File: src/rtl/comm_frame_rx_if.sv
// Frame receiver bus: serial line in, deserialised frame and status out.
interface comm_frame_rx_if #(
  parameter int DATA_NUM = 64
);
  logic                Serial_data;
  logic [DATA_NUM:0]   data_o;
  logic [15:0]         crc_cal;
  logic                start;
  logic                non_frame;

  // receiver side
  modport master (
    input  Serial_data,
    output data_o,
    output crc_cal,
    output start,
    output non_frame
  );

  // line driver / downstream CRC-check side
  modport slave (
    output Serial_data,
    input  data_o,
    input  crc_cal,
    input  start,
    input  non_frame
  );
endinterface

File: src/rtl/comm_frame_rx.sv
// Serial NRZ frame receiver: start bit, DATA_NUM data bits (payload then CRC),
// stop bit. Computes CRC-16/CCITT-FALSE over the payload while receiving.
//
// state     | meaning
// ----------+-----------------------------------------------------------
// IDLE      | waiting for a falling edge on the synchronised line
// START_CHK | half a bit in, confirm the start bit is still low
// DATA      | sample one data bit per BIT_CLKS at mid-bit
// STOP      | sample stop bit, deliver frame and strobe start
module comm_frame_rx #(
  parameter int DATA_NUM = 64,
  parameter int BIT_CLKS = 40
) (
  input  logic            clk_20M,
  input  logic            reset_n,
  comm_frame_rx_if.master rx_if
);

  localparam int          PAY_BITS = DATA_NUM - 16;
  localparam logic [15:0] MID_CNT  = 16'(BIT_CLKS / 2 - 1);
  localparam logic [15:0] LAST_CNT = 16'(BIT_CLKS - 1);
  localparam logic [6:0]  LAST_IDX = 7'(DATA_NUM - 1);
  localparam logic [6:0]  PAY_IDX  = 7'(PAY_BITS);

  typedef enum logic [1:0] {IDLE, START_CHK, DATA, STOP} state_t;

  state_t              state_q, state_d;
  logic                sync1, sync2, sync3;
  logic                rxs, fall;
  logic [15:0]         bit_cnt;
  logic [6:0]          bit_idx;
  logic [DATA_NUM-1:0] shreg;
  logic [15:0]         crc_q, crc_next;
  logic                mid_bit;
  logic                load_cnt, frame_init, shift_en, deliver;
  logic                fb;

  assign rxs     = sync2;
  assign fall    = sync3 & ~sync2;
  assign mid_bit = (bit_cnt == MID_CNT);

  // Two-stage synchroniser plus edge register; reset high so no edge after reset.
  always_ff @(posedge clk_20M) begin
    if (!reset_n) begin
      sync1 <= 1'b1;
      sync2 <= 1'b1;
      sync3 <= 1'b1;
    end else begin
      sync1 <= rx_if.Serial_data;
      sync2 <= sync1;
      sync3 <= sync2;
    end
  end

  // FSM state register.
  always_ff @(posedge clk_20M) begin
    if (!reset_n) state_q <= IDLE;
    else          state_q <= state_d;
  end

  // Next-state decode and datapath strobes.
  always_comb begin
    state_d    = state_q;
    load_cnt   = 1'b0;
    frame_init = 1'b0;
    shift_en   = 1'b0;
    deliver    = 1'b0;
    case (state_q)
      IDLE: begin
        if (fall) begin
          load_cnt = 1'b1;
          state_d  = START_CHK;
        end
      end
      START_CHK: begin
        if (mid_bit) begin
          if (!rxs) begin
            frame_init = 1'b1;
            state_d    = DATA;
          end else begin
            state_d = IDLE;
          end
        end
      end
      DATA: begin
        if (mid_bit) begin
          shift_en = 1'b1;
          if (bit_idx == LAST_IDX) state_d = STOP;
        end
      end
      STOP: begin
        if (mid_bit) begin
          deliver = 1'b1;
          state_d = IDLE;
        end
      end
      default: state_d = IDLE;
    endcase
  end

  assign rx_if.non_frame = (state_q == IDLE);

  // Bit timer: free-runs through the frame, wrapping once per bit period.
  always_ff @(posedge clk_20M) begin
    if (!reset_n) begin
      bit_cnt <= '0;
    end else if (load_cnt) begin
      bit_cnt <= '0;
    end else if (state_q != IDLE) begin
      bit_cnt <= (bit_cnt == LAST_CNT) ? 16'd0 : bit_cnt + 16'd1;
    end
  end

  // Serial CRC-16 step, poly 0x1021, MSB first.
  always_comb begin
    fb       = crc_q[15] ^ rxs;
    crc_next = {crc_q[14:0], 1'b0} ^ (fb ? 16'h1021 : 16'h0000);
  end

  // Shift register, bit index and running CRC; CRC covers payload bits only.
  always_ff @(posedge clk_20M) begin
    if (!reset_n) begin
      shreg   <= '0;
      bit_idx <= '0;
      crc_q   <= 16'hFFFF;
    end else if (frame_init) begin
      shreg   <= '0;
      bit_idx <= '0;
      crc_q   <= 16'hFFFF;
    end else if (shift_en) begin
      shreg   <= {shreg[DATA_NUM-2:0], rxs};
      bit_idx <= bit_idx + 7'd1;
      if (bit_idx < PAY_IDX) crc_q <= crc_next;
    end
  end

  // Output registers: loaded with the start strobe at the stop-bit sample.
  always_ff @(posedge clk_20M) begin
    if (!reset_n) begin
      rx_if.data_o  <= '0;
      rx_if.crc_cal <= '0;
      rx_if.start   <= 1'b0;
    end else begin
      rx_if.start <= deliver;
      if (deliver) begin
        rx_if.data_o  <= {~rxs, shreg[15:0], shreg[DATA_NUM-1:16]};
        rx_if.crc_cal <= crc_q;
      end
    end
  end

endmodule

File: src/flat_wrapper.sv
// flat-port wrapper written by rule: the top's interface ports become plain ports
module comm_frame_rx_flat 
#(
  parameter int DATA_NUM = 64,
  parameter int BIT_CLKS = 40
)
  (clk_20M, reset_n, rx_if_Serial_data, rx_if_data_o, rx_if_crc_cal, rx_if_start, rx_if_non_frame);
  comm_frame_rx_if #(.DATA_NUM(DATA_NUM)) rx_if_i ();
  input  logic clk_20M;
  input  logic reset_n;
  input wire logic [$bits(rx_if_i.Serial_data)-1:0] rx_if_Serial_data;
  output wire logic [$bits(rx_if_i.data_o)-1:0] rx_if_data_o;
  output wire logic [$bits(rx_if_i.crc_cal)-1:0] rx_if_crc_cal;
  output wire logic [$bits(rx_if_i.start)-1:0] rx_if_start;
  output wire logic [$bits(rx_if_i.non_frame)-1:0] rx_if_non_frame;
  assign rx_if_i.Serial_data = rx_if_Serial_data;
  assign rx_if_data_o = rx_if_i.data_o;
  assign rx_if_crc_cal = rx_if_i.crc_cal;
  assign rx_if_start = rx_if_i.start;
  assign rx_if_non_frame = rx_if_i.non_frame;
  comm_frame_rx #(.DATA_NUM(DATA_NUM), .BIT_CLKS(BIT_CLKS)) u_core (.clk_20M(clk_20M), .reset_n(reset_n), .rx_if(rx_if_i));
endmodule
File: config.mk
export PLATFORM = sky130hd
export DESIGN_NAME = comm_frame_rx_flat
export DESIGN_NICKNAME = d
export VERILOG_FILES = /design/src/rtl/comm_frame_rx_if.sv /design/src/rtl/comm_frame_rx.sv /design/src/flat_wrapper.sv
export SDC_FILE = /design/constraint.sdc
export NUM_CORES = 1
export LEC_CHECK = 0
export BUFFER_PORTS_ARGS = -buffer_cell sky130_fd_sc_hd__buf_4
export CAP_MARGIN = 0
export CELL_PAD_IN_SITES_DETAIL_PLACEMENT = 0
export CELL_PAD_IN_SITES_GLOBAL_PLACEMENT = 1
export CORE_MARGIN = 10
export CORE_UTILIZATION = 25
export CTS_CLUSTER_DIAMETER = 50
export DETAILED_ROUTE_END_ITERATION = 8
export HOLD_SLACK_MARGIN = 0.12
export PLACE_DENSITY = 0.61
export SLEW_MARGIN = 20
export SYNTH_ARGS = -nofsm -noshare
export SYNTH_HDL_FRONTEND = slang
export SYNTH_SLANG_ARGS = --single-unit
File: constraint.sdc
create_clock -name clk_20M -period 2.65 [get_ports clk_20M]
set_clock_uncertainty 0.05 [all_clocks]
set_input_delay 0.1325 -clock clk_20M [delete_from_list [all_inputs] [get_ports clk_20M]]
set_output_delay 0.1325 -clock clk_20M [all_outputs]
set_load 0.01 [all_outputs]
==> metrics.yaml, run 1 <==
outcome:
  status: "complete, no violations"
cts:
  cts_root_buf: "clkbuf_16"
  cts_tree: "yes"
  clk_pin_slew_ns: 0.08
  h-tree-depth: 4
  post_cts_buffers: 0
  ctsLongestPathBuffers: 2
  clock_latency_ns: 0.43
  clock-sinks: 190
  cts_made_buffers: 17
power:
  p_leak_nw: 2.94
  ir_drop_mv: 0.345
  p_total_mw: 5.47
  power_density_nw_per_um2: 604
global_route:
  grt-ovfl-total: 0
  grt_pass1_vias: 6538
  grt_pass1_wl_mm: 35.1
  grt_max_degree: 87
  grt_antenna_before_repair: 0
  grt_util_all_layers_pct: 11.1
critical_path:
  reg2reg_from: "u_core.bit_cnt[7]$_SDFFE_PP0P_"
  endpoint_kind: "flop"
  r2r_cells: 5
  crit_required_ns: 2.91
  path_class: "reg2reg"
  crit_arrival_ns: 2.40
  crit_fanout: 26
  reg2reg_to: "u_core.shreg[52]$_SDFFE_PP0P_"
  start_kind: "flop"
  regToRegSetupSlack_ns: 0.51
logic_synthesis:
  synthArstFlopShare_pct: 0
  yosysSeqAreaShare_pct: 50.7
  ys_types: 39
  yosysTopAreaCellShare_pct: 50.7
  syn_area_per_cell_sq_um: 8.42
  synth_nets: 896
  synth_edf_count: 0
  synth_cells: 891
  synth-seq-cells: 190
  synth-main-ff-cell: "dfxtp_1"
  ys_top_cells_by_area: "dfxtp_1, nand3_1, o21ai_0"
  yosysWarningCount: 0
  synth_area_leader_cell: "dfxtp_1"
  synth.cell_area_sq_um: 7500
timing:
  max_freq_ghz: 0.467
  fin_crit_ns: 2.14
  hold_viol_final: 0
  drv_slew: 0
  setup_tns_ns: 0
  hold-worst-slack_ns: 0.364
  slew_headroom_pct: 48.9
  rsz0062_at_grt: "false"
  setup_viol: 0
  tightestPinTransition_ns: 0.767
  finalCritPeriodShare_pct: 80.8
place:
  place_congestion: 0.699
  io_buffers: 85
  hpwl_mm: 12.3
detailed_routing:
  drt-initial-drc-count: 547
  vias: 6547
  wl_met2_mm: 9.51
  dr.pass1.iters: 5
  wl_met1_mm: 10.6
  remaining_drc_errors: 0
  top_layer: "met4"
  wl_met3_um: 693
  ant_nets: 0
  via_per_inst: 4.92
  routed_wl_mm: 21.0
  wl_per_cell_um: 15.8
cells_and_area:
  fill_cells: 3193
  utilization_pct: 30.5
  n_antenna_cell: 0
  area_growth_pct: 20.7
  drive_gt1_share_pct: 16.6
  fin_nets: 932
min_path:
  hold_class: "reg2reg"
  whs_path_depth: 1
  holdPathEnd: "u_core.rxs$_SDFF_PN1_"
  hold_start: "u_core.sync1$_SDFF_PN1_"
floorplanning:
  rows: 63
  die_area_sq_um: 37300
  initial_core_util_pct: 25.3
  io-pin-count: 86
  fp.dieH_um: 193
  die_w_um: 193
  core_sq_um: 29600
flow_run:
  drv_cap: 0
==> power by group <==
part / internal, mW / switching, mW
logic: 0.0243 / 0.0605
registers: 2.86 / 0.00562
clock network: 1.26 / 1.27
total: 4.14 / 1.33
==> cell families (layout without fill, tap and decap cells) <==
group,count (synthesis),count (layout),share of synthesized area (%)
compound gates,335,335,23.0
simple gates,249,249,17.7
flops,190,190,50.7
buf+inv,98,147,6.27
xor+xnor,17,17,1.99
fa+ha+maj,2,2,0.334
==> worst max-delay path by stage <==
stage	to	slack, ns	cells past startpoint	start
2_1_floorplan	u_core.crc_q[10]$_SDFFE_PP1P_	0.75	7	u_core.bit_cnt[0]$_SDFFE_PP0P_
3_3_place_gp	u_core.shreg[35]$_SDFFE_PP0P_	0.56	5	u_core.bit_cnt[11]$_SDFFE_PP0P_
3_5_place_dp	u_core.bit_idx[5]$_SDFFE_PP0P_	0.51	6	u_core.bit_cnt[0]$_SDFFE_PP0P_
4_1_cts	u_core.shreg[34]$_SDFFE_PP0P_	0.49	6	u_core.bit_cnt[0]$_SDFFE_PP0P_
5_1_grt	u_core.bit_idx[2]$_SDFFE_PP0P_	0.37	6	u_core.bit_cnt[0]$_SDFFE_PP0P_
6_report	u_core.shreg[52]$_SDFFE_PP0P_	0.51	5	u_core.bit_cnt[7]$_SDFFE_PP0P_
==> synth_stat cells, types with 2 or more instances <==
| library cell | instances |
|---|---|
| buf_4 | 3 |
| o211a_1 | 2 |
| xnor2_1 | 11 |
| o21ai_0 | 167 |
| ha_1 | 2 |
| xor2_1 | 6 |
| or3_1 | 3 |
| nand3_1 | 177 |
| buf_6 | 9 |
| o31ai_1 | 4 |
| nand3b_1 | 2 |
| nand2_1 | 11 |
| o211ai_1 | 3 |
| buf_2 | 18 |
| dfxtp_1 | 190 |
| inv_1 | 5 |
| clkbuf_1 | 62 |
| nand4_1 | 4 |
| nor4_4 | 2 |
| nor2_1 | 19 |
| nand2b_1 | 6 |
| nor3_1 | 5 |
| a21oi_1 | 155 |
| nor4_1 | 3 |
| nand4_2 | 3 |
| or4_1 | 6 |
==> flip-flops by register name, summed over array words and instances (netlist names), 7 cells and up, named ones only <==
name,cells
u_core.bit_idx,7
u_core.rx_if.crc_cal,16
u_core.crc_q,16
u_core.shreg,64
u_core.bit_cnt,16
u_core.rx_if.data_o,65
==> per-layer routing <==
| layer | up-vias | GRT usage, % |
|---|---|---|
| li1 | 3269 | - |
| met1 | 3150 | 15.2 |
| met2 | 113 | 17.1 |
| met3 | 15 | 2.54 |
| met4 | 0 | 2.89 |
| met5 | - | 0 |
==> what timing repair did <==
item | CTS | global route
hold buffers | 3 | 0
hold endpoints to repair | 11 | 0
setup endpoints to repair | 0 | 0
resized for setup | 0 | 0
==> per-stage QoR <==
stage	instances	cell area, sq um	setup WS (ns)
after CTS	1330	9050	0.492
after floorplan	891	7500	0.754
after global placement	1295	8440	0.560
after detailed placement	1295	8440	0.506
after global routing	1330	9050	0.367
final	1330	9050	0.510
==> final cells by class <==
class / instances / area [sq um] / share of cell area [%]
clock buffers: 17 / 425 / 4.70
multi-input cells: 603 / 3250 / 36.0
flip-flops and latches: 190 / 3800 / 42.0
inverters: 5 / 18.8 / 0.207
clock inverters: 15 / 151 / 1.67
well taps: 390 / 488 / 5.39
repair buffers: 110 / 908 / 10.0
==> critical path, cell delays in order (launching register included) <==
cell and delay (ns):
dfxtp_1 0.39, nor4_4 0.48, and4_4 0.35, a21o_2 0.44, buf_12 0.24, a21oi_1 0.06
==> cell usage in the layout (no fill, tap or decap), drive strengths merged, types with 7 or more instances in the layout <==
cell      n
nor2     19
nand2    11
inv      11
nand4     7
o21ai   167
clkinv    8
clkbuf   17
a21oi   155
nand3   177
xnor2    11
buf     107
dfxtp   190
Power figures use the tool's default switching activity.
==> run 2, diff against run 1 <==
Settings changed: ABC_AREA set to 1, PLACE_DENSITY 0.61 to 0.62.
Clock period 2.65 ns to 2 ns, I/O delays scaled along.
==> run 2 against run 1 <==
  * Critical path depth increased by 3
  * Total power rose by 39%
  * Flip-flop and latch count is the same
  * Non-clock buffer count up 2
  * Critical endpoint is now u_core.crc_q[15]$_SDFFE_PP1P_
  * Register-to-register slack lost 0.34 ns
  * Highest routed layer unchanged
==> metrics.yaml, run 2 <==
logic_synthesis:
  synth-main-ff-cell: "dfxtp_1"
  synthArstFlopShare_pct: 0  # unchanged
  synth_cells: 943  # +5.8%
  synth.cell_area_sq_um: 7330  # -2.3%
  ys_top_cells_by_area: "dfxtp_1, nand2_1, a21oi_1"
  synth_nets: 948  # +5.8%
  synth_area_leader_cell: "dfxtp_1"
  synth-seq-cells: 190  # unchanged
  yosysWarningCount: 0  # unchanged
  synth_edf_count: 0  # unchanged
  syn_area_per_cell_sq_um: 7.77  # -7.7%
  ys_types: 30  # -23%
  synth_most_common_cell: "nand2_1"
  yosysTopAreaCellShare_pct: 51.9  # +1.2 points
  synthTopCellsByCount: "nand2_1, dfxtp_1, a21oi_1"
  yosysSeqAreaShare_pct: 51.9  # +1.2 points
power:
  p_leak_nw: 3.24  # +10%
  ir_drop_mv: 0.478  # +38%
  power_density_nw_per_um2: 837  # +38%
critical_path:
  r2r_cells: 8  # +3
  endpoint_kind: "flop"
  path_class: "reg2reg"
  crit_fanout: 19  # -27%
  cp_top_family: "simple AND/OR/NAND/NOR gates"
  cpMaxStageDelayCell: "dfxtp_1"
  crit_chain: "ha_1 -> nand3_1 -> nor2_4 -> buf_4 -> nand4_2 -> buf_4 -> nand2_1 -> nand3_1"
  reg2reg_to: "u_core.crc_q[15]$_SDFFE_PP1P_"
  worst-path-buf-inv: 2  # +1
  regToRegSetupSlack_ns: 0.17  # -0.34 ns
  crit_required_ns: 2.25  # -0.66 ns
  start_kind: "flop"
  slowest_delay_ns: 0.36  # -0.12 ns
  crit_arrival_ns: 2.08  # -0.32 ns
  cp_num_cells: 8  # +3
  reg2reg_from: "u_core.bit_cnt[0]$_SDFFE_PP0P_"
cts:
  clock-sinks: 190  # unchanged
  cts_tree: "yes"
  h-tree-depth: 4  # unchanged
  ctsLongestPathBuffers: 2  # unchanged
  clk_pin_slew_ns: 0.07  # about the same
  cts_made_buffers: 17  # unchanged
  clock_latency_ns: 0.43  # about the same
  cts_root_buf: "clkbuf_16"
timing:
  setup_viol: 0  # unchanged
  finalCritPeriodShare_pct: 91.5  # +11 points
  setup_tns_ns: 0  # unchanged
  slew_headroom_pct: 68.4  # +20 points
  rsz0062_at_grt: "false"
  max_freq_ghz: 0.546  # +17%
  fin_crit_ns: 1.83  # -0.310 ns
  drv_slew: 0  # unchanged
  tightestPinTransition_ns: 0.470  # -0.297 ns
  hold_viol_final: 0  # unchanged
cells_and_area:
  final_cell_mix: "nand2_1, dfxtp_1, a21oi_1, buf_4, nand4_1"
  n_antenna_cell: 0  # unchanged
  fin_nets: 1010  # +8.4%
  drive_gt1_share_pct: 15.1  # -1.5 points
  layout_commonest_cell: "nand2_1"
  utilization_pct: 31.5  # +0.98 points
  top_register: "u_core.rx_if.data_o"
  largest_reg_flops: 65  # unchanged
  top_regs: "u_core.rx_if.data_o x65, u_core.shreg x64"
  area_growth_pct: 23.8
place:
  hpwl_mm: 12.6  # +2.3%
  io_buffers: 85  # unchanged
  place_congestion: 0.763  # +9.2%
detailed_routing:
  vias: 6354  # -2.9%
  top_layer: "met4"
  dr.pass1.iters: 5  # unchanged
  wl_met2_mm: 8.92  # -6.2%
  wl_met3_mm: 1.04  # +50%
  routed_wl_mm: 19.8  # -5.7%
  ant_nets: 0  # unchanged
  via_per_inst: 4.54  # -7.9%
  wl_per_cell_um: 14.2  # -10%
  remaining_drc_errors: 0  # unchanged
  drt-initial-drc-count: 509  # -6.9%
  wl_met1_mm: 9.68  # -9.0%
floorplanning:
  core_sq_um: 28800  # -2.9%
  die_area_sq_um: 36600  # -2.1%
  die_w_um: 191  # -1.0%
  fp.dieH_um: 191  # -1.0%
  initial_core_util_pct: 25.5  # +0.15 points
  io-pin-count: 86  # unchanged
  rows: 62  # -1.6%
min_path:
  hold_start: "u_core.sync1$_SDFF_PN1_"
  holdPathEnd: "u_core.rxs$_SDFF_PN1_"
  hold_class: "reg2reg"
  whs_path_depth: 1  # unchanged
global_route:
  grt_antenna_before_repair: 0  # unchanged
  grt_pass1_vias: 6026  # -7.8%
  grt_pass1_wl_mm: 32.9  # -6.4%
  grt_util_all_layers_pct: 11.0  # -0.12 points
  grt-ovfl-total: 0  # unchanged
  grt_max_degree: 72  # -17%
flow_run:
  drv_cap: 0  # unchanged
outcome:
  status: "complete, no violations"
## run 2: cell types whose count changed in the layout (fill, tap and decap cells not counted), moves of 14 or more
cell / previous run / this run
inv_1: 4 / 18
nand2_1: 10 / 305
nand3_1: 177 / 48
nand4_1: 4 / 68
nor2_1: 19 / 46
o21ai_0: 167 / 2
## run 2: how the worst max path moves through the flow
| stage | to | slack, ns | start |
|---|---|---|---|
| 2_1_floorplan | u_core.crc_q[7]$_SDFFE_PP1P_ | 0.40 | u_core.bit_cnt[0]$_SDFFE_PP0P_ |
| 3_3_place_gp | u_core.crc_q[6]$_SDFFE_PP1P_ | 0.19 | u_core.bit_cnt[0]$_SDFFE_PP0P_ |
| 3_5_place_dp | u_core.crc_q[12]$_SDFFE_PP1P_ | 0.17 | u_core.bit_cnt[0]$_SDFFE_PP0P_ |
| 4_1_cts | u_core.crc_q[15]$_SDFFE_PP1P_ | 0.14 | u_core.bit_cnt[0]$_SDFFE_PP0P_ |
| 5_1_grt | u_core.crc_q[7]$_SDFFE_PP1P_ | 0.006 | u_core.bit_cnt[0]$_SDFFE_PP0P_ |
| 6_report | u_core.crc_q[15]$_SDFFE_PP1P_ | 0.17 | u_core.bit_cnt[0]$_SDFFE_PP0P_ |
## run 2: cell families after synthesis
family	Yosys count	share of synthesized area (%)
fa+ha+maj	2	0.341
simple gates	488	29.1
flops	190	51.9
compound gates	163	11.2
buf+inv	90	6.22
xor+xnor	10	1.20
## run 2: through the flow
stage	total power, mW	cell area [sq um]	cells	hold WS [ns]	worst slack, ns
after global placement	4.01	8420	1368	0.275	0.191
after CTS	7.71	9060	1401	0.356	0.144
final	7.59	9070	1401	0.369	0.170
after detailed placement	4.01	8420	1368	0.273	0.168
after global routing	7.88	9070	1401	0.372	0.00649
after floorplan	3.95	7330	943	0.157	0.398
## run 2: repair_timing
| action | in CTS | in global routing |
|---|---|---|
| gates resized for setup | 0 | 1 |
| endpoints found under the setup margin | 0 | 1 |
| endpoints found under the hold margin | 12 | 0 |
| hold buffers | 2 | 0 |
| buffers inserted | 0 | 0 |
## run 2: report_power, final
group	total [mW]	switching, mW	internal [mW]
clock network	3.67	1.53	2.14
logic	0.130	0.0906	0.0393
registers	3.79	0.00554	3.79
total	7.59	1.63	5.96
## run 2: final cells by class
type | count | area [sq um]
multi-input combinational | 663 | 3090
clock buffer | 19 | 443
timing repair buffer | 112 | 987
fill | 3108 | 19700
inverter | 21 | 78.8
clock inverter | 12 | 183
tap | 384 | 480
sequential | 190 | 3800
## run 2: layer usage
metal	track usage, %	up-vias
met4	3.25	0
met1	14.7	2960
li1	-	3276
met2	16.8	104
met5	0	-
met3	3.01	14
## run 2: worst register-to-register path, delay by kind of cell, from the launching register on
kind | cells | cell delay (ns)
flops | 1 | 0.36
simple gates | 5 | 0.59
fa+ha+maj | 1 | 0.22
buf+inv | 2 | 0.48
